**src/rtl/timer_counter.sv**
```systemverilog
// timer_counter: memory-mapped 32-bit down-counter timer with one-shot and auto-reload IRQ modes
// Ports: clk, reset (sync, active-high); Addr selects 0=CTRL 1=PRESET 2=COUNT 3=zero;
//        WE/DIn write CTRL/PRESET; DOut is combinational read data; IRQ feeds cp0 HWInt[2].
module timer_counter (
    input  logic        clk,
    input  logic        reset,
    input  logic [1:0]  Addr,
    input  logic        WE,
    input  logic [31:0] DIn,
    output logic [31:0] DOut,
    output logic        IRQ
);
    typedef enum logic [1:0] {IDLE, LOAD, CNT, INT} state_t;
    state_t state, state_n;
    logic [3:0] ctrl, ctrl_n;
    logic [31:0] preset, count, count_n;
    logic flag, flag_n;
    logic wr_ctrl, wr_preset;
    assign wr_ctrl = WE && Addr == 2'd0;
    assign wr_preset = WE && Addr == 2'd1;
    assign DOut = Addr == 2'd0 ? {28'b0, ctrl} : Addr == 2'd1 ? preset : Addr == 2'd2 ? count : '0;
    assign IRQ = flag & ctrl[3];
    always_ff @(posedge clk) begin
        if (reset) begin
            state <= IDLE;
            ctrl <= '0;
            preset <= '0;
            count <= '0;
            flag <= 1'b0;
        end else begin
            state <= state_n;
            ctrl <= ctrl_n;
            preset <= wr_preset ? DIn : preset;
            count <= count_n;
            flag <= flag_n;
        end
    end
    // The FSM sets irq_flag after the software clear so a same-edge set wins,
    // and the software CTRL write is applied last so it beats the one-shot En clear.
    always_comb begin
        state_n = state;
        ctrl_n = ctrl;
        count_n = count;
        flag_n = (wr_ctrl || wr_preset) ? 1'b0 : flag;
        case (state)
            IDLE: state_n = ctrl[0] ? LOAD : IDLE;
            LOAD: begin
                count_n = preset;
                flag_n = 1'b0;
                state_n = CNT;
            end
            CNT: begin
                if (!ctrl[0]) state_n = IDLE;
                else if (count > 32'd1) count_n = count - 32'd1;
                else begin
                    count_n = '0;
                    flag_n = 1'b1;
                    state_n = INT;
                end
            end
            INT: begin
                state_n = IDLE;
                if (ctrl[2:1] == 2'd1) flag_n = 1'b0;
                else ctrl_n[0] = 1'b0;
            end
        endcase
        if (wr_ctrl) ctrl_n = DIn[3:0];
    end
endmodule

```
**config.mk**
```make
export PLATFORM = sky130hd
export DESIGN_NAME = timer_counter
export DESIGN_NICKNAME = d
export VERILOG_FILES = /design/src/rtl/timer_counter.sv
export SDC_FILE = /design/constraint.sdc
export NUM_CORES = 1
export LEC_CHECK = 0
export ABC_AREA = 0
export CORE_UTILIZATION = 40
export DETAILED_ROUTE_END_ITERATION = 12
export DONT_BUFFER_PORTS = 1
export PLACE_DENSITY = 0.63
export SETUP_SLACK_MARGIN = 0.1
export SLEW_MARGIN = 30
export SYNTH_ARGS = -nofsm -noshare
export SYNTH_HDL_FRONTEND = slang
export SYNTH_SLANG_ARGS = --single-unit
```
**constraint.sdc**
```tcl
create_clock -name clk -period 2.9 [get_ports clk]
set_input_delay 0.58 -clock clk [delete_from_list [all_inputs] [get_ports clk]]
set_output_delay 0.58 -clock clk [all_outputs]
set_load 0.01 [all_outputs]
```
==> flow_summary.yaml <==
run_status:
  status: "finished clean"
timing:
  worstMarginPinSlew_ns: 0.613
  slew_viol_final: 0
  fin_tns_setup_ns: 0
  grt_setup_unrepaired: "no"
  fin_crit_ns: 2.47
  max_freq_ghz: 0.405
  final.setup_skew_ns: 0.0111
  fin_hold_ws_ns: 0.286
  setup_viol: 0
  max_slew_margin: 0.590
  fin_crit_sh: 0.852
  hold_viol_final: 0
yosys:
  synth_warnings: 0
  synth_area_sq_um: 4160
  ys_async_sr_fraction: 0
  synth.area.top_cells: "dfxtp_1, nand2_1, a22o_1, a21oi_1, clkbuf_1"
  syn_nets: 586
  ys.flop_type: "dfxtp_1"
  postSynthCellCount: 547
  ys_seq_elements: 71
  yosysTopAreaCellShare: 0.342
  synth_top_cell_by_area: "dfxtp_1"
  synth-edff-count: 0
  synth.distinct_cells: 60
  syn_avg_cell_area_sq_um: 7.61
  yosysSeqAreaShare: 0.342
worst_setup_path:
  critPathKind: "register to register"
  critPathArrivalTime_ns: 2.73
  r2r-start: "count[12]"
  start_kind: "register"
  reg2reg_slack_ns: 0.43
  reg2regPathDepth: 6
  cp_max_fo: 13
  worstReg2RegEnd: "count[23]"
  cp-end-kind: "register"
  cp.required_ns: 3.16
clocking:
  cts.sinks: 71
  clkTransAtPathRegs_ns: 0.08
  post_cts_buffers: 0
  holdBufCountCts: 0
  cts_resized: 0
  cts-root-buf: "clkbuf_8"
  clk_latency_ns: 0.37
  cts_buffer_depth: 2
  cts_tree: "built"
  htreeDepth: 3
  cts-buffers-inserted: 9
routing:
  ant_nets: 0
  dr.pass1.iters: 4
  drt_wl_total_mm: 12.2
  drc: 0
  routedWlPerCell_um: 18.6
  num_vias: 4119
  via_per_inst: 6.27
  drt_iter0_markers: 277
die:
  die_area_sq_um: 10800
  rows: 36
  start_util: 0.420
  die_h_um: 104
  die_w_um: 104
  core_area_sq_um: 9910
  io_pins: 70
hold_path:
  hold_end: "preset[4]"
  holdPathStages: 1
  holdCritPathClass: "primary input to register"
  holdCritStartpoint: "reset"
power_and_ir_drop:
  p_leak_nw: 1.49
  power_density_nw_per_um2: 513
  ir_drop_mv: 0.240
cells_and_area:
  areaGrowthSynthToFinish_pct: 7.22
  drive_gt1_frac: 0.0954
  layout.nets: 558
  diodes: 0
  fillers: 1022
global_route:
  grt_max_degree: 73
  grt_pass1_wl_mm: 20.2
  grt_pass1_vias: 3897
  grt-ovfl-total: 0
  antenna_found_initial: 0
  grt_use_total: 0.232
placed_design:
  gp_congestion: 0.841
  io_buffers: 0
  dp_hpwl_mm: 8.21
run:
  drv_cap: 0
## cell usage after synthesis, types with 4 or more instances
cell and number:
o211ai_1 4, a31oi_1 18, a21oi_1 48, nor2b_1 5, nor3b_1 4, and2_1 6, a22o_1 29, nor4_1 16
a221oi_1 4, nand2b_1 4, o21ai_0 22, dfxtp_1 71, o21a_1 10, and3_1 5, buf_1 5, mux2i_1 7
a211oi_1 12, nand2_1 86, nor3_1 12, nand3_1 27, nand4_1 10, clkbuf_1 42, inv_1 11, nor2_1 32
buf_2 4
## metrics by stage
stage	total power, mW	area, sq um	setup WS, ns	utilization	std cells
global route	2.39	4460	0.243	0.450	657
finish	2.29	4460	0.429	0.450	657
floorplan	1.32	4160	0.430	-	547
CTS	2.30	4460	0.486	0.450	657
global placement	1.37	4230	0.618	0.427	641
detailed placement	1.38	4230	0.503	0.427	641
## sequential cells by signal, indices dropped and copies added (netlist names)
name and count:
preset 32, state 2, flag 1, count 32, ctrl 4
## cell type report
type / count / area (sq um) / share of cell area
Clock buffer: 11 / 151 / 0.0339
Multi-Input combinational cell: 411 / 2470 / 0.555
Inverter: 11 / 41.3 / 0.00926
Tap cell: 133 / 166 / 0.0373
Sequential cell: 71 / 1420 / 0.319
Timing Repair Buffer: 15 / 125 / 0.0281
Clock inverter: 5 / 80.1 / 0.0180
## kinds of logic after synthesis
family / after synthesis / synth area share
AND/OR/NAND/NOR: 229 / 0.288
buffers and inverters: 65 / 0.0653
adder cells (fa/ha/maj): 2 / 0.00601
flip-flops: 71 / 0.342
multiplexers: 8 / 0.0195
AO/OA/AOI/OAI: 171 / 0.278
XOR/XNOR: 1 / 0.00211
## worst max-delay path by stage
stage	startpoint	to	slack [ns]	cells past startpoint
finish	count[12]	count[23]	0.43	6
global route	count[12]	count[28]	0.24	6
CTS	count[12]	count[23]	0.49	6
detailed placement	count[12]	count[23]	0.50	6
global placement	count[4]	count[12]	0.62	6
floorplan	Addr[0]	DOut[11]	0.43	5
## layout by cell type (no fill, tap or decap), types with 3 or more instances in the layout
| cell type | n |
|---|---|
| nand2_1 | 86 |
| dfxtp_1 | 71 |
| a21oi_1 | 48 |
| nor2_1 | 32 |
| a22o_1 | 29 |
| nand3_1 | 27 |
| o21ai_0 | 22 |
| a31oi_1 | 18 |
| nor4_1 | 16 |
| buf_4 | 14 |
| nor3_1 | 12 |
| a211oi_1 | 12 |
| inv_1 | 11 |
| clkbuf_8 | 11 |
| o21a_1 | 10 |
| nand4_1 | 10 |
| mux2i_1 | 7 |
| and2_1 | 6 |
| and3_1 | 5 |
| nand2b_1 | 4 |
| o211ai_1 | 4 |
| a221oi_1 | 4 |
| nor3b_1 | 4 |
| nor2b_2 | 3 |
| nor4_2 | 3 |
| a311oi_1 | 3 |
| or4_1 | 3 |
## worst max-delay path: stages (launching register included)
cell     delay [ns]
dfxtp_1        0.39
nor4_1         0.56
and3_1         0.40
nand4_2        0.39
buf_4          0.33
a31oi_1        0.21
nor4_1         0.08
## per-layer routing
layer	vias up	routed length (um)	global-route usage
met5	-	0	0
met4	0	256	0.0980
met3	23	938	0.0627
met2	166	5630	0.361
met1	1964	5380	0.301
li1	1966	-	-
## power by group
part	switching (mW)	internal, mW	total [mW]
logic	0.215	0.117	0.332
registers	0.0309	1.00	1.03
clock network	0.398	0.529	0.927
total	0.643	1.65	2.29
Power figures use the tool's default switching activity.
